## config.mk

```make
export PLATFORM = sky130hd
export DESIGN_NAME = setup_move_sequencer_flat
export DESIGN_NICKNAME = d
export VERILOG_FILES = /design/src/rtl/cube_moves_pkg.sv /design/src/rtl/setup_move_sequencer_if.sv /design/src/rtl/setup_move_rom.sv /design/src/rtl/setup_move_sequencer.sv /design/src/flat_wrapper.sv
export SDC_FILE = /design/constraint.sdc
export NUM_CORES = 1
export LEC_CHECK = 0
export CELL_PAD_IN_SITES_DETAIL_PLACEMENT = 1
export CELL_PAD_IN_SITES_GLOBAL_PLACEMENT = 1
export CORE_ASPECT_RATIO = 0.75
export CORE_UTILIZATION = 45
export DETAILED_ROUTE_END_ITERATION = 8
export GPL_TIMING_DRIVEN = 0
export PLACE_DENSITY_LB_ADDON = 0.15
export SYNTH_ARGS = -nofsm -noshare
export SYNTH_HDL_FRONTEND = slang
export SYNTH_HIERARCHICAL = 1
export SYNTH_SLANG_ARGS = --single-unit
```

## constraint.sdc

```tcl
create_clock -name clock -period 9.9 [get_ports clock]
set_input_delay 1.485 -clock clock [delete_from_list [all_inputs] [get_ports clock]]
set_output_delay 1.485 -clock clock [all_outputs]
set_load 0.005 [all_outputs]
```

## src/rtl/cube_moves_pkg.sv

```systemverilog
// Cube move encodings and the corner/edge scan setup tables.
// Contents:
//   face_e / turn_e / move_t  5-bit move {face[2:0], turn[1:0]}
//   seq_state_e               sequencer FSM states
//   CornerPfx / EdgePfx       per-batch prefix move tables (6 batches x 6 slots)
//   CornerLen / EdgeLen       number of valid moves in each prefix
//   invert_move()             undo a single move (CW <-> CCW, half unchanged)
package cube_moves_pkg;

  typedef enum logic [2:0] {
    FaceU = 3'd0,
    FaceL = 3'd1,
    FaceF = 3'd2,
    FaceR = 3'd3,
    FaceB = 3'd4,
    FaceD = 3'd5
  } face_e;

  typedef enum logic [1:0] {
    TurnNone = 2'd0,
    TurnCw   = 2'd1,
    TurnHalf = 2'd2,
    TurnCcw  = 2'd3
  } turn_e;

  typedef struct packed {
    face_e face;
    turn_e turn;
  } move_t;

  typedef enum logic [1:0] {StIdle, StIssue, StWaitDone, StSettle} seq_state_e;

  localparam int unsigned NumBatches = 6;
  localparam int unsigned MaxPfxLen  = 6;

  localparam move_t MvNone = '{face: FaceU, turn: TurnNone};
  localparam move_t MvU    = '{face: FaceU, turn: TurnCw};
  localparam move_t MvUi   = '{face: FaceU, turn: TurnCcw};
  localparam move_t MvF    = '{face: FaceF, turn: TurnCw};
  localparam move_t MvFi   = '{face: FaceF, turn: TurnCcw};
  localparam move_t MvF2   = '{face: FaceF, turn: TurnHalf};
  localparam move_t MvB    = '{face: FaceB, turn: TurnCw};
  localparam move_t MvBi   = '{face: FaceB, turn: TurnCcw};
  localparam move_t MvB2   = '{face: FaceB, turn: TurnHalf};
  localparam move_t MvL    = '{face: FaceL, turn: TurnCw};
  localparam move_t MvLi   = '{face: FaceL, turn: TurnCcw};
  localparam move_t MvL2   = '{face: FaceL, turn: TurnHalf};
  localparam move_t MvR    = '{face: FaceR, turn: TurnCw};
  localparam move_t MvRi   = '{face: FaceR, turn: TurnCcw};
  localparam move_t MvR2   = '{face: FaceR, turn: TurnHalf};

  localparam move_t CornerPfx [NumBatches][MaxPfxLen] = '{
    '{MvNone, MvNone, MvNone, MvNone, MvNone, MvNone},
    '{MvF,    MvBi,   MvNone, MvNone, MvNone, MvNone},
    '{MvLi,   MvR,    MvNone, MvNone, MvNone, MvNone},
    '{MvFi,   MvB,    MvNone, MvNone, MvNone, MvNone},
    '{MvL,    MvRi,   MvNone, MvNone, MvNone, MvNone},
    '{MvL2,   MvR2,   MvNone, MvNone, MvNone, MvNone}
  };
  localparam logic [3:0] CornerLen [NumBatches] = '{4'd0, 4'd2, 4'd2, 4'd2, 4'd2, 4'd2};

  localparam move_t EdgePfx [NumBatches][MaxPfxLen] = '{
    '{MvNone, MvNone, MvNone, MvNone, MvNone, MvNone},
    '{MvF,    MvBi,   MvL,    MvU,    MvF,    MvBi},
    '{MvLi,   MvR,    MvF,    MvUi,   MvLi,   MvR},
    '{MvFi,   MvB,    MvR,    MvU,    MvFi,   MvB},
    '{MvL,    MvRi,   MvBi,   MvU,    MvL,    MvRi},
    '{MvR2,   MvL2,   MvF2,   MvB2,   MvNone, MvNone}
  };
  localparam logic [3:0] EdgeLen [NumBatches] = '{4'd0, 4'd6, 4'd6, 4'd6, 4'd6, 4'd4};

  function automatic move_t invert_move(move_t m);
    move_t r;
    r = m;
    case (m.turn)
      TurnCw:  r.turn = TurnCcw;
      TurnCcw: r.turn = TurnCw;
      default: r.turn = m.turn;
    endcase
    return r;
  endfunction

endpackage

```

## src/rtl/setup_move_sequencer_if.sv

```systemverilog
// Handshake bundle between the sequencer, the scan FSM and the motor driver.
//   send_setup_moves / obs_index        request from scan FSM
//   move / move_valid / move_ready      move offer to motor driver
//   motor_done                          move-finished pulse from motor driver
//   color_sensor_stable / protocol_error status back to scan FSM
// Modports: master = sequencer side, slave = scan FSM / motor driver side.
interface setup_move_sequencer_if;
  import cube_moves_pkg::*;

  logic       send_setup_moves;
  logic [5:0] obs_index;
  move_t      move;
  logic       move_valid;
  logic       move_ready;
  logic       motor_done;
  logic       color_sensor_stable;
  logic       protocol_error;

  modport master (
    input  send_setup_moves, obs_index, move_ready, motor_done,
    output move, move_valid, color_sensor_stable, protocol_error
  );

  modport slave (
    output send_setup_moves, obs_index, move_ready, motor_done,
    input  move, move_valid, color_sensor_stable, protocol_error
  );
endinterface

```

## src/rtl/setup_move_rom.sv

```systemverilog
// Combinational move schedule: (k, step) -> move.
// A non-empty list is U, then the postfix undoing the previous batch, then the
// prefix of batch k.
//   k_i      observation index 0..48 (values above 48 report empty)
//   step_i   step within the list
//   move_o   move at that step (MvNone past the end or when empty)
//   empty_o  list for k has no moves
//   last_o   step_i is the final step of the list
module setup_move_rom
  import cube_moves_pkg::*;
(
  input  logic [5:0] k_i,
  input  logic [3:0] step_i,
  output move_t      move_o,
  output logic       empty_o,
  output logic       last_o
);

  function automatic move_t pfx_move(logic is_edge, logic [2:0] b, logic [3:0] j);
    move_t m;
    m = MvNone;
    if (b < 3'd6 && j < 4'd6) begin
      m = is_edge ? EdgePfx[b][j[2:0]] : CornerPfx[b][j[2:0]];
    end
    return m;
  endfunction

  logic [5:0] kk;
  logic [2:0] b;
  logic       post_edge, post_fwd, pre_edge;
  logic [2:0] post_b, pre_b;
  logic [3:0] post_len, pre_len, len, j;

  always_comb begin
    kk        = (k_i >= 6'd24) ? k_i - 6'd24 : k_i;
    b         = kk[4:2];
    post_edge = 1'b0;
    post_fwd  = 1'b0;
    post_b    = 3'd0;
    post_len  = 4'd0;
    pre_edge  = 1'b0;
    pre_b     = 3'd0;
    pre_len   = 4'd0;
    len       = 4'd0;
    j         = 4'd0;
    move_o    = MvNone;

    if (k_i == 6'd48) begin
      post_edge = 1'b1;
      post_b    = 3'd5;
      post_len  = EdgeLen[5];
    end else if (k_i != 6'd0 && k_i < 6'd48 && k_i[1:0] == 2'd0) begin
      pre_edge = (k_i >= 6'd24);
      pre_b    = b;
      pre_len  = pre_edge ? EdgeLen[b] : CornerLen[b];
      if (k_i == 6'd24) begin
        // Corner b5 is two half turns on opposite faces; they commute and
        // self-invert, so the undo is the table replayed in stored order.
        post_b   = 3'd5;
        post_fwd = 1'b1;
        post_len = CornerLen[5];
      end else begin
        post_edge = pre_edge;
        post_b    = b - 3'd1;
        post_len  = pre_edge ? EdgeLen[post_b] : CornerLen[post_b];
      end
    end

    if (k_i != 6'd0 && k_i <= 6'd48) len = 4'd1 + post_len + pre_len;

    empty_o = (len == 4'd0);
    last_o  = !empty_o && (step_i == len - 4'd1);

    if (!empty_o && step_i < len) begin
      if (step_i == 4'd0) begin
        move_o = MvU;
      end else if (step_i <= post_len) begin
        j = step_i - 4'd1;
        if (post_fwd) move_o = pfx_move(post_edge, post_b, j);
        else          move_o = invert_move(pfx_move(post_edge, post_b, post_len - 4'd1 - j));
      end else begin
        j      = step_i - 4'd1 - post_len;
        move_o = pfx_move(pre_edge, pre_b, j);
      end
    end
  end

endmodule

```

## src/rtl/setup_move_sequencer.sv

```systemverilog
// Issues the setup moves for each sticker observation, one move at a time, then
// waits SETTLE_CYCLES and pulses color_sensor_stable.
//   clock, reset   system clock, synchronous active-high reset
//   bus            setup_move_sequencer_if.master (request, move handshake, status)
//   total_moves    accepted-move count, saturating (only with MOVE_COUNT_EN defined)
// Optional feature macro: MOVE_COUNT_EN.
module setup_move_sequencer
  import cube_moves_pkg::*;
#(
  parameter int unsigned SETTLE_CYCLES = 650000,
  parameter int unsigned SETTLE_W      = 20
) (
  input  logic                          clock,
  input  logic                          reset,
  setup_move_sequencer_if.master        bus
`ifdef MOVE_COUNT_EN
  ,
  output logic [15:0]                   total_moves
`endif
);

  seq_state_e          state_q, state_d;
  logic [5:0]          k_q, k_d;
  logic [3:0]          step_q, step_d;
  logic [SETTLE_W-1:0] cnt_q, cnt_d;
  logic                err_q, err_d;
  logic                stable_q, stable_d;

  logic [5:0] rom_k;
  logic [3:0] rom_step;
  move_t      rom_move;
  logic       rom_empty, rom_last;

  // In IDLE the ROM looks at the incoming index so the empty-list decision is
  // made on the strobe cycle itself.
  assign rom_k    = (state_q == StIdle) ? bus.obs_index : k_q;
  assign rom_step = (state_q == StIdle) ? 4'd0 : step_q;

  setup_move_rom u_rom (
    .k_i     (rom_k),
    .step_i  (rom_step),
    .move_o  (rom_move),
    .empty_o (rom_empty),
    .last_o  (rom_last)
  );

  always_comb begin
    state_d  = state_q;
    k_d      = k_q;
    step_d   = step_q;
    cnt_d    = cnt_q;
    err_d    = err_q;
    stable_d = 1'b0;

    if (bus.send_setup_moves && state_q != StIdle) err_d = 1'b1;

    unique case (state_q)
      StIdle: begin
        if (bus.send_setup_moves) begin
          if (bus.obs_index > 6'd48) begin
            err_d = 1'b1;
          end else begin
            k_d     = bus.obs_index;
            step_d  = 4'd0;
            cnt_d   = '0;
            state_d = rom_empty ? StSettle : StIssue;
          end
        end
      end
      StIssue: begin
        if (bus.move_ready) state_d = StWaitDone;
      end
      StWaitDone: begin
        if (bus.motor_done) begin
          if (rom_last) begin
            cnt_d   = '0;
            state_d = StSettle;
          end else begin
            step_d  = step_q + 4'd1;
            state_d = StIssue;
          end
        end
      end
      StSettle: begin
        // Registered pulse lands on the first IDLE cycle, so a strobe in that
        // same cycle is accepted.
        if (cnt_q == SETTLE_W'(SETTLE_CYCLES - 1)) begin
          stable_d = 1'b1;
          state_d  = StIdle;
        end else begin
          cnt_d = cnt_q + 1'b1;
        end
      end
      default: state_d = StIdle;
    endcase
  end

  always_ff @(posedge clock) begin
    if (reset) begin
      state_q  <= StIdle;
      k_q      <= '0;
      step_q   <= '0;
      cnt_q    <= '0;
      err_q    <= 1'b0;
      stable_q <= 1'b0;
    end else begin
      state_q  <= state_d;
      k_q      <= k_d;
      step_q   <= step_d;
      cnt_q    <= cnt_d;
      err_q    <= err_d;
      stable_q <= stable_d;
    end
  end

  assign bus.move_valid          = (state_q == StIssue);
  assign bus.move                = (state_q == StIssue) ? rom_move : MvNone;
  assign bus.color_sensor_stable = stable_q;
  assign bus.protocol_error      = err_q;

`ifdef MOVE_COUNT_EN
  logic [15:0] total_q, total_d;
  logic        fire;

  assign fire = (state_q == StIssue) && bus.move_ready;

  always_comb begin
    total_d = total_q;
    if (fire && total_q != 16'hFFFF) total_d = total_q + 16'd1;
  end

  always_ff @(posedge clock) begin
    if (reset) total_q <= '0;
    else       total_q <= total_d;
  end

  assign total_moves = total_q;
`endif

endmodule

```

## src/flat_wrapper.sv

```systemverilog
// flat-port wrapper written by rule: the top's interface ports become plain ports
module setup_move_sequencer_flat import cube_moves_pkg::*;
#(
  parameter int unsigned SETTLE_CYCLES = 650000,
  parameter int unsigned SETTLE_W      = 20
)
  (clock, reset, bus_send_setup_moves, bus_obs_index, bus_move_ready, bus_motor_done, bus_move, bus_move_valid, bus_color_sensor_stable, bus_protocol_error);
  setup_move_sequencer_if bus_i ();
  input  logic clock;
  input  logic reset;
  input wire logic [$bits(bus_i.send_setup_moves)-1:0] bus_send_setup_moves;
  input wire logic [$bits(bus_i.obs_index)-1:0] bus_obs_index;
  input wire logic [$bits(bus_i.move_ready)-1:0] bus_move_ready;
  input wire logic [$bits(bus_i.motor_done)-1:0] bus_motor_done;
  output wire logic [$bits(bus_i.move)-1:0] bus_move;
  output wire logic [$bits(bus_i.move_valid)-1:0] bus_move_valid;
  output wire logic [$bits(bus_i.color_sensor_stable)-1:0] bus_color_sensor_stable;
  output wire logic [$bits(bus_i.protocol_error)-1:0] bus_protocol_error;
  assign bus_i.send_setup_moves = bus_send_setup_moves;
  assign bus_i.obs_index = bus_obs_index;
  assign bus_i.move_ready = bus_move_ready;
  assign bus_i.motor_done = bus_motor_done;
  assign bus_move = bus_i.move;
  assign bus_move_valid = bus_i.move_valid;
  assign bus_color_sensor_stable = bus_i.color_sensor_stable;
  assign bus_protocol_error = bus_i.protocol_error;
  setup_move_sequencer #(.SETTLE_CYCLES(SETTLE_CYCLES), .SETTLE_W(SETTLE_W)) u_core (.clock(clock), .reset(reset), .bus(bus_i));
endmodule
```

# == Yosys cells after proc, flatten, opt, wreduce, memory -nomap -nowiden ==
# Memory sizes are Yosys's and may differ from the RTL's.
# Cells that the tools add are included.
# word_totals
mem_count,8
romBits,1088
inputBits,11
reg_bits,34
# mem_list
name,words,word_bits,rd,rd_clocked_by_memory_dff,write_ports,line,rtl
(name not given),8,30,1,0,0,setup_move_rom.sv:23,m = is_edge ? EdgePfx[b][j[2:0]] : CornerPfx[b][j[2:0]];
(name not given),8,30,1,0,0,setup_move_rom.sv:23,
(name not given),8,30,1,0,0,setup_move_rom.sv:23,
(name not given),8,30,1,0,0,setup_move_rom.sv:23,
(name not given),8,4,1,0,0,setup_move_rom.sv:65,post_len = pre_edge ? EdgeLen[post_b] : CornerLen[post_b];
(name not given),8,4,1,0,0,setup_move_rom.sv:65,
2 more memories,-,-,-,-,-,-,
# classes
n_mux,98
n_bitwise,9
addsub,11
order_cmp,18
eq_ne,17
reduce_logical,23
# ops
cell,n
$mux 30,8
$mux 5,28
$mux 20,5
$bmux 5 s3,6
$mux 4,21
$pmux 20 s3,1
$ge 4x4->1 const B,7
$not 3->4,7
$add 20x1->20 const B,1
$eq 20x20->1 const B,1
$mux 3,5
$mux 2,7
$mux 1,13
$lt 4x3->1 const B,3
$ne 2x2->1 const B,6
$sub 4x1->4 const B,3
$reduce_and 5->1,2
$logic_and 1x1->1,9
$logic_not 4->1,2
$pmux 2 s4,1
$pmux 4 s2,1
$sub 4x4->4,2
$eq 2x2->1 const B,3
$eq 6x5->1 const B,1
27 further kinds,33

# == Depth between registers and ports, before layout ==
# Gate-level depths: netlist of run 1.
# logic_depth
depth_word,32
depth_mapped,27

# == Modules after synthesis ==
# Netlist of run 1, hierarchy kept.
# by_module_without_submodules
module,seq_area_each_um2,cells_per_inst,area_per_inst_um2,instances
setup_move_sequencer,680.7,229,1928.1,1
setup_move_rom,0.0,247,1671.6,1

# == Least setup slack after synthesis of run 1 ==
# Ideal clock, no wire load.
# synth_timing
kind,input to output
start,in bus_obs_index[3]
end,out bus_move[3]
path_slack_ps,1787
t_arrival_ps,6628
stages,23
path_cell_list,mux2_2 -> clkbuf_1 -> inv_1 -> ha_1 -> o21ai_0 -> nor2b_1 -> inv_1 -> ha_1 -> clkbuf_1 -> nor3_1 -> a311oi_1 -> ha_1 -> inv_1 -> fa_1 -> or2_2 -> ha_1 -> o21ai_0 -> a21oi_1 -> or4_1 -> or2_4 -> a2111oi_4 -> a311o_1 -> and2_1
# synth_rtl
element,line,rtl
start: declaration,flat_wrapper.sv:12,input wire logic [$bits(bus_i.obs_index)-1:0] bus_obs_index;
end: declaration,flat_wrapper.sv:15,output wire logic [$bits(bus_i.move)-1:0] bus_move;

==> results of run 1 <==
-- cell type report --
class | instances | area, um^2 | area share (%)
clock buffers | 7 | 86.3 | 2.15
multi-input cells | 399 | 2720 | 67.7
inverters | 18 | 67.6 | 1.68
plain buffers | 24 | 143 | 3.56
repair buffers | 19 | 188 | 4.68
clock inverters | 1 | 5.00 | 0.125
flip-flops and latches | 34 | 681 | 17.0
well taps | 101 | 126 | 3.15
-- registers in the layout (all words and copies together) (netlist names) --
name,count
u_core/bus.protocol_error,1
u_core/state_q,2
u_core/step_q,4
u_core/cnt_q,20
u_core/k_q,6
u_core/bus.color_sensor_stable,1
-- metrics by stage --
stage / hold slack [ps] / setup TNS [ps] / utilization [%]
5_1_grt: 522 / 0 / 53.2
6_report: 480 / 0 / 53.2
2_1_floorplan: 451 / 0 / -
4_1_cts: 494 / 0 / 53.1
3_5_place_dp: 472 / -979 / 51.9
3_3_place_gp: 463 / -562 / 51.9
-- power groups by stage --
| stage | Combinational, W | Sequential [W] | Clock, W |
|---|---|---|---|
| floorplan | 0.000335 | 0.000148 | 0 |
| global placement | 0.000444 | 0.000149 | 0 |
| detailed placement | 0.000455 | 0.000149 | 0 |
| CTS | 0.000461 | 0.000146 | 0.000113 |
| global route | 0.000519 | 0.000147 | 0.000119 |
| finish | 0.000476 | 0.000146 | 0.000110 |
-- cells by family (layout without fill, tap and decap cells) --
family | after synthesis | in the layout | synth area share [%]
simple gates | 213 | 213 | 32.2
buf+inv | 43 | 69 | 5.91
flops | 34 | 34 | 18.9
compound gates | 136 | 136 | 27.2
mux | 16 | 16 | 4.69
xor+xnor | 13 | 13 | 3.16
fa+ha+maj | 21 | 21 | 7.93
-- how the worst max path moves through the flow --
stage	slack, ps	startpoint	endpoint	depth (start not counted)
2_1_floorplan	1790	bus_obs_index[3]	bus_move[3]	23
3_3_place_gp	-180	bus_obs_index[3]	bus_move[2]	26
3_5_place_dp	-290	bus_obs_index[3]	bus_move[2]	26
4_1_cts	100	bus_obs_index[3]	bus_move[2]	25
5_1_grt	150	bus_obs_index[3]	bus_move[2]	25
6_report	450	bus_obs_index[3]	bus_move[2]	25
-- cell usage in the layout (no fill, tap or decap), types with 13 or more instances in the layout --
| cell type | count |
|---|---|
| sky130_fd_sc_hd__nand3_1 | 20 |
| sky130_fd_sc_hd__clkdlybuf4s50_1 | 18 |
| sky130_fd_sc_hd__ha_1 | 17 |
| sky130_fd_sc_hd__nor3_1 | 13 |
| sky130_fd_sc_hd__dfxtp_1 | 34 |
| sky130_fd_sc_hd__o21ai_0 | 24 |
| sky130_fd_sc_hd__inv_1 | 18 |
| sky130_fd_sc_hd__a21oi_1 | 24 |
| sky130_fd_sc_hd__a31oi_1 | 16 |
| sky130_fd_sc_hd__nor2_1 | 46 |
| sky130_fd_sc_hd__clkbuf_1 | 14 |
| sky130_fd_sc_hd__nand2_1 | 47 |
-- critical path, stage by stage --
cell                              delay [ps]
sky130_fd_sc_hd__clkdlybuf4s50_1         510
sky130_fd_sc_hd__mux2_2                  240
sky130_fd_sc_hd__clkbuf_2                240
sky130_fd_sc_hd__inv_1                    70
sky130_fd_sc_hd__ha_1                    390
sky130_fd_sc_hd__o21ai_0                 110
sky130_fd_sc_hd__nor2b_1                 300
sky130_fd_sc_hd__inv_1                   200
sky130_fd_sc_hd__ha_2                    490
sky130_fd_sc_hd__nor3_1                  100
sky130_fd_sc_hd__a311oi_2                290
sky130_fd_sc_hd__ha_1                    180
sky130_fd_sc_hd__inv_1                    50
sky130_fd_sc_hd__fa_1                    470
sky130_fd_sc_hd__or2_2                   320
sky130_fd_sc_hd__ha_1                    260
sky130_fd_sc_hd__o21ai_0                 160
sky130_fd_sc_hd__a21oi_1                  80
sky130_fd_sc_hd__or4_1                   520
sky130_fd_sc_hd__or2_4                   280
sky130_fd_sc_hd__a2111oi_4               350
sky130_fd_sc_hd__a31oi_1                 140
sky130_fd_sc_hd__o21ai_1                  90
sky130_fd_sc_hd__and2_1                  130
sky130_fd_sc_hd__clkdlybuf4s50_1         490
-- layer usage --
metal	global-route usage (%)	part of all wire, %	vias up
met4	3.24	0.20	0
li1	-	-	1830
met2	44.7	41	130
met5	0	0	-
met1	46.1	52	1966
met3	5.88	6.9	3
-- timing repair --
| action | CTS | global route |
|---|---|---|
| pin swaps | 0 | 1 |
| endpoints found under the setup margin | 4 | 4 |
| gates resized for setup | 1 | 3 |
| buffers inserted | 0 | 1 |
==> impl_metrics.ini, run 1 <==
[status]
status = finished, final reports clean

[sta]
relSlewSlack_pct = 42.3
tightestPinTransition_ps = 854
clock_skew_ps = 2.81
finalWorstPathRequiredPeriod_ps = 9450
setup_violations = 0
fraction_of_the_cycle_the_final_worst_path_needs_pct = 95.5
worst_path_setup_slack_after_routing_ps = 450
max_freq_ghz = 0.106
final_max_slew_viol_count = 0
rsz0062_at_grt = no
hold_viol_final = 0

[global_routing]
grt_antenna_before_repair = 0
grt_pass1_vias = 3792
grt_max_degree = 12
global_route.usage.total_pct = 30.3
global_route.overflow_total = 0
grt_first_pass_wirelength_um = 19900

[synth]
dominantRegCellSynth = sky130_fd_sc_hd__dfxtp_1
synthTopCellsByCount = 47 x sky130_fd_sc_hd__nand2_1, 46 x sky130_fd_sc_hd__nor2_1, 34 x sky130_fd_sc_hd__dfxtp_1, 24 x sky130_fd_sc_hd__a21oi_1, 24 x sky130_fd_sc_hd__o21ai_0
synth.distinct_cells = 83
synth_warnings = 6
synthesis.nets = 508
async_reset_ff_share_pct = 0
synth_enable_flop_cells = 0
synth_top_cell_by_area = sky130_fd_sc_hd__dfxtp_1
ys_ff_latch = 34
postSynthCellCount = 476
post-synth-top-count-cell = sky130_fd_sc_hd__nand2_1
leading_post_synthesis_cells_by_cell_area = sky130_fd_sc_hd__dfxtp_1 19%, sky130_fd_sc_hd__ha_1 6.3%, sky130_fd_sc_hd__nand2_1 4.9%, sky130_fd_sc_hd__nor2_1 4.8%, sky130_fd_sc_hd__a21oi_1 3.3%
yosysSeqAreaShare_pct = 18.9
yosysTopAreaCellShare_pct = 18.9
syn_avg_cell_area_um2 = 7.56
synth.cell_area_um2 = 3600

[min_path]
timing.hold.worst_path_depth = 2
whs_endpoint = u_core/bus.protocol_error
hold_path.class = flop to flop
min-delay-start = u_core/bus.protocol_error

[setup_path]
timing.rr.end = u_core/cnt_q[14]
cp.arrival_ps = 7960
worstPathMaxFanout = 11
setup.worst_path.class = input port to primary output
startpoint_type = input port
cp-end-kind = primary output
setup.reg_to_reg.worst_slack_ps = 3130
worstRegToRegCells = 25
timing.critical_path.required_ps = 8420
startpoint_of_the_most_critical_register_to_register_path = u_core/state_q[1]

[pwr]
comb_power_share_pct = 65.0
power_report.internal_total_w = 0.000373
sw_frac_of_total_pct = 49.1
net-switching-power_w = 0.000360
cellPowerDensity_nw_per_um2 = 183
total_leakage_power_nw = 1.40
power_frac_seq_pct = 20.0
peakVddDrop_uv = 91.2
totalPowerFinal_w = 0.000733
power.share.clock_pct = 15.0

[place]
place_hpwl_um = 9550
dpl.cell_count = 595
place.gp.congestion = 0.903
dpl_cell_area_um2 = 3910
placement.setup.worst_slack_ps = -289
placement.io_buffers = 18

[route]
routed_antenna_nets = 0
detail_route.vias_per_cell = 6.52
drc_errors = 0
detail_route.wl_per_cell_um = 20.1
num_vias = 3929
drt_wirelength_um = 12100
detailedRoute.firstPassIterationCount = 5
detailedRoute.firstIterationViolations = 407

[floorplanning]
die_w_um = 105
ioPinCount = 19
die_area_um2 = 8360
floorplan.rows = 27
initial_utilization_pct = 47.8
placeableCoreArea_um2 = 7530
dieHeight_um = 79.5

[finish]
layout-drive-gt1-share_pct = 11.0
area_growth_pct = 11.4
final_area_um2 = 4010
final-instance-count-excl-fill = 603
insertedDiodeCount = 0
final_net_count = 533
fill_cells = 952

[run]
max_cap_viol_count = 0

[clock_tree]
cts_htree_levels = 2
hold_buffers = 0
cts_inserted_buffers = 5
worstSkewPairLatency_ps = 290
numClockSinks = 34
cts_tree = done
root_buffer = sky130_fd_sc_hd__clkbuf_8
ctsLongestPathBuffers = 2
clk_pin_slew_worst_setup_hold_paths_ps = 70
Power figures use the tool's default switching activity.
==> run 2, diff against run 1 <==
PLACE_DENSITY_LB_ADDON = 0.1   (was 0.15)
==> impl_metrics.ini, run 2 (synthesis results as in run 1) <==
[status]
status = finished, final reports clean

[pwr]
cellPowerDensity_nw_per_um2 = 182
peakVddDrop_uv = 100
sw_frac_of_total_pct = 49.2
power_report.internal_total_w = 0.000372
power.share.clock_pct = 14.4
total_leakage_power_nw = 1.39
comb_power_share_pct = 65.6
power_frac_seq_pct = 20.0
net-switching-power_w = 0.000359

[finish]
final_net_count = 533
most_frequent_standard_cell_in_the_layout_excluding_fill_and_tap_cells = sky130_fd_sc_hd__nand2_1
insertedDiodeCount = 0
top_regs = u_core/cnt_q (20), u_core/k_q (6), u_core/step_q (4)
fill_cells = 938
most-common-layout-cells = 47 x sky130_fd_sc_hd__nand2_1, 46 x sky130_fd_sc_hd__nor2_1, 34 x sky130_fd_sc_hd__dfxtp_1, 24 x sky130_fd_sc_hd__a21oi_1, 24 x sky130_fd_sc_hd__o21ai_0
regMostFlops = u_core/cnt_q
area_growth_pct = 11.3
layout.area.seq_um2 = 681
layout-drive-gt1-share_pct = 11.0
area_of_combinational_cells_with_multiple_inputs_um2 = 2720
largest_register_ff_count = 20
final_area_um2 = 4010

[run]
max_cap_viol_count = 0

[route]
detail_route.vias_per_cell = 6.53
drt_wirelength_um = 12100
detail_route.wl_per_cell_um = 20.2
routed_antenna_nets = 0
detailedRoute.firstIterationViolations = 375
num_vias = 3927
drc_errors = 0
detailedRoute.firstPassIterationCount = 5

[clock_tree]
clk_pin_slew_worst_setup_hold_paths_ps = 70
root_buffer = sky130_fd_sc_hd__clkbuf_8
cts_tree = done
cts_htree_levels = 2
ctsLongestPathBuffers = 2
numClockSinks = 34
hold_buffers = 0
worstSkewPairLatency_ps = 280
cts_inserted_buffers = 5

[floorplanning]
ioPinCount = 19
die_w_um = 105
die_area_um2 = 8360
dieHeight_um = 79.5
initial_utilization_pct = 47.8
floorplan.rows = 27
placeableCoreArea_um2 = 7530

[sta]
relSlewSlack_pct = 39.6
final_max_slew_viol_count = 0
max_freq_ghz = 0.106
worst_path_setup_slack_after_routing_ps = 476
timing.setup.tns_ps = 0
rsz0062_at_grt = no
finalWorstPathRequiredPeriod_ps = 9420
fraction_of_the_cycle_the_final_worst_path_needs_pct = 95.2
hold_viol_final = 0
setup_violations = 0
clock_skew_ps = 5.62
tightestPinTransition_ps = 895

[setup_path]
critPathTopFamily = adder cells
timing.critical_path.buf_inv = 6
cp.arrival_ps = 7940
setup.worst_path.class = input port to primary output
critical-path-slowest-cell = sky130_fd_sc_hd__clkdlybuf4s50_1
cp-end-kind = primary output
setup.reg_to_reg.worst_slack_ps = 3180
critical-path-max-stage-delay_ps = 510
timing.critical_path.required_ps = 8420
worstPathMaxFanout = 11
startpoint_type = input port

[global_routing]
global_route.overflow_total = 0
grt_pass1_vias = 3722
grt_antenna_before_repair = 0
grt_max_degree = 12
grt_first_pass_wirelength_um = 19800
global_route.usage.total_pct = 30.1

[place]
placement.io_buffers = 18
place.gp.congestion = 0.901
dpl_cell_area_um2 = 3910
place_hpwl_um = 9550
placement.setup.worst_slack_ps = -321

[min_path]
hold_path.class = flop to flop
run 2: cell types whose count changed in the layout (fill, tap and decap cells not counted):
cell / change
sky130_fd_sc_hd__clkbuf_1: -1
sky130_fd_sc_hd__clkinv_2: -1
sky130_fd_sc_hd__nor2b_1: -1
sky130_fd_sc_hd__nor2b_2: +1
run 2: path summary, 6_finish.rpt:
kind / start / endpoint / cells after the start
hold reg to reg: u_core/k_q[0] / u_core/k_q[0] / 2
setup / recovery: bus_obs_index[3] / bus_move[2] / 25
setup reg to reg: u_core/state_q[1] / u_core/cnt_q[14] / 25
hold / removal: u_core/k_q[0] / u_core/k_q[0] / 2
run 2: repair_timing:
| item | CTS | global route |
|---|---|---|
| pin swaps | 0 | 1 |
| gates resized for setup | 1 | 4 |
| buffers inserted | 0 | 1 |
| setup endpoints to repair | 4 | 4 |
run 2: worst min-delay path, delay by kind of cell (launching register included):
family | cells | cell delay (ps)
and+or+nand+nor | 1 | 70
muxes | 1 | 70
DFF | 1 | 330
run 2: layer usage:
layer / vias up / GRT usage [%] / share of wire (%)
met4: 0 / 3.80 / 0.62
li1: 1830 / - / -
met3: 13 / 6.53 / 9.5
met5: - / 0 / 0
met1: 1919 / 46.2 / 51
met2: 165 / 43.1 / 39
run 2: final cells by class:
cell class                      instances  area share [%]
Multi-Input combinational cell        399            67.9
Sequential cell                        34            17.0
Timing Repair Buffer                   19            4.69
Buffer                                 24            3.56
Tap cell                              101            3.16
Clock buffer                            6            2.06
Inverter                               18            1.69
run 2: power groups by stage:
stage | clock network [W] | registers [W] | logic, W
finish | 0.000105 | 0.000146 | 0.000479
global route | 0.000115 | 0.000147 | 0.000520
CTS | 0.000108 | 0.000146 | 0.000461
detailed placement | 0 | 0.000149 | 0.000456
global placement | 0 | 0.000149 | 0.000444
floorplan | 0 | 0.000148 | 0.000335
run 2: metrics by stage:
step | util [%] | cells | power [W] | hold slack, ps
after floorplan | - | 476 | 0.000483 | 451
after global placement | 51.9 | 595 | 0.000593 | 462
after detailed placement | 51.9 | 595 | 0.000605 | 481
after CTS | 53.0 | 600 | 0.000715 | 499
after global routing | 53.2 | 601 | 0.000782 | 535
final | 53.2 | 601 | 0.000731 | 501
==> run 3, diff against run 2 <==
CTS_CLUSTER_DIAMETER = 150   (was unset)
==> results of run 3 <==
Final layout, timing and power as in run 2 (identical DEF).
==> RTL edit: new RTL, settings of run 3 <==
Take the reset off `k_q` and load it in a clocked block of its own.
--- a/src/rtl/setup_move_sequencer.sv
+++ b/src/rtl/setup_move_sequencer.sv
@@ -98,19 +98,21 @@
   always_ff @(posedge clock) begin
     if (reset) begin
       state_q  <= StIdle;
-      k_q      <= '0;
       step_q   <= '0;
       cnt_q    <= '0;
       err_q    <= 1'b0;
       stable_q <= 1'b0;
     end else begin
       state_q  <= state_d;
-      k_q      <= k_d;
       step_q   <= step_d;
       cnt_q    <= cnt_d;
       err_q    <= err_d;
       stable_q <= stable_d;
     end
+  end
+
+  always_ff @(posedge clock) begin
+    k_q <= k_d;
   end
 
   assign bus.move_valid          = (state_q == StIssue);
Check against the original RTL: no difference found for any inputs over 4 cycles, from zero or initial values and one cycle with reset high; that may be too few to reach the edited logic, so the function may still have changed.
==> RTL edit against run 3 <==
  * Synthesized area shrank 0.42%
  * Cell area shrank 0.47%
  * Combinational power grew 52%
  * Worst setup slack lost 49 ps
  * Core utilization shrank 0.25 points
  * First-iteration DRC count shrank 21%
  * Die area shrank 0.41%
  * Sequential power grew 9.6%
  * Cell count shrank 2.3%
  * Via count shrank 1.6%
  * Register-to-register slack gained 60 ps
  * Routed wire length grew 1.6%
  * Total power grew 37%
  * Sequential cell count is the same
==> RTL edit: results (changes against run 3) <==
Cells and area
  • Ratio of cells with drive above 1 in the final layout: 11.3% (+0.32 points)
  • Layout Nets: 517 (-3.0%)

Yosys
  • Register area share after synthesis: 20.7% (+1.8 points)
  • Area fraction of the dominant cell type after synthesis: 15.6% (-3.3 points)
  • Post-synthesis mux area share: 3.04% (-1.7 points)
  • Post-synth EDFFs: 6 (+6)
  • Async SR Flop Fraction: 0% (unchanged)
  • Commonest cells post-synth: 36 x nor2_1, 35 x nand2_1, 32 x o21ai_0
  • Top cells by area in the synthesized netlist: dfxtp_1 16%, ha_1 6.3%, edfxtp_1 5.0%, o21ai_0 4.5%, a21oi_1 4.3%
  • Synthesized net count: 493 (-3.0%)
  • XOR/XNOR share of the synthesized area: 2.93% (-0.23 points)
  • Synth Area in Adders: 7.96% (+0.033 points)

Clock network
  • Number of gates resized after cts: 2 (+1)
  • Clock Latency Late Sink: 290 ps

Drt
  • DR WL/cell: 21.0 um (+4.0%)
  • DR iter-0 viols: 298 (-21%)
  • Via count: 3863 (-1.6%)
  • DR WL met2: 5080 um (+8.1%)
  • Routed met1 length: 6220 um (+0.44%)
  • Met3 WL post-DR: 960 um (-17%)

Placed design
  • PortBufs: 17 (-1)
  • Post-DP HPWL: 9430 um (-1.3%)
  • Placer Congestion: 0.944 (+4.7%)

Outcome
  • Run status: complete, no violations

Global route
  • Met3 usage: 6.24% (-0.29 points)
  • Vias in the first global route: 3760 (+1.0%)
  • Global-route wire length before repair: 19900 um (+0.17%)
  • GRT met1 Usage: 45.8% (-0.38 points)
  • Initial antenna violation count: 0 (unchanged)
  • Largest net degree at the start of global routing: 11 (-1)
  • Tot GR Track Use: 30.3% (+0.19 points)

Setup path
  • Reg2reg setup slack: 3240 ps (+60 ps)
  • Cells on worst reg2reg path: 24 (-4.0%)
  • R2r endpoint: u_core/cnt_q[2]
  • Setup crit end: bus_move[2]
  • Critical-path top delay cell: or4_1

STA
  • Relative slew slack: 22.7% (-17 points)
  • Hold WS: 503 ps (+2.34 ps)

Worst hold path
  • Hold_sp: u_core/bus.protocol_error
  • Min-Delay Path Class: reg2reg
  • Hold Path End: u_core/bus.protocol_error

Power and ir drop
  • Max IR drop VDD: 0.105 mV (+4.8%)
  • LEAKAGE: 1.34 nW (-4.1%)
## RTL edit: through the flow
step / std cells / setup WS [ps] / utilization, % / area, um^2
5_1_grt: 587 / 94.4 / 52.9 / 3990
4_1_cts: 587 / 80.0 / 52.8 / 3980
3_3_place_gp: 579 / -168 / 51.5 / 3880
2_1_floorplan: 461 / 1790 / - / 3580
6_report: 587 / 428 / 52.9 / 3990
3_5_place_dp: 579 / -276 / 51.5 / 3880
## RTL edit: power by group
| part | switching [W] | internal [W] | total, W |
|---|---|---|---|
| clock | 0.0000554 | 0.0000562 | 0.000112 |
| combinational | 0.000469 | 0.000259 | 0.000728 |
| sequential | 0.00000666 | 0.000154 | 0.000160 |
| total | 0.000531 | 0.000469 | 0.00100 |
## RTL edit: layout make-up
cell class                 count  area [um^2]
fill                         970         3550
multi-input combinational    382         2650
sequential                    34          741
timing repair buffer          18          178
buffer                        27          135
tap                          101          126
clock buffer                   7         86.3
inverter                      17         63.8
clock inverter                 1         5.00
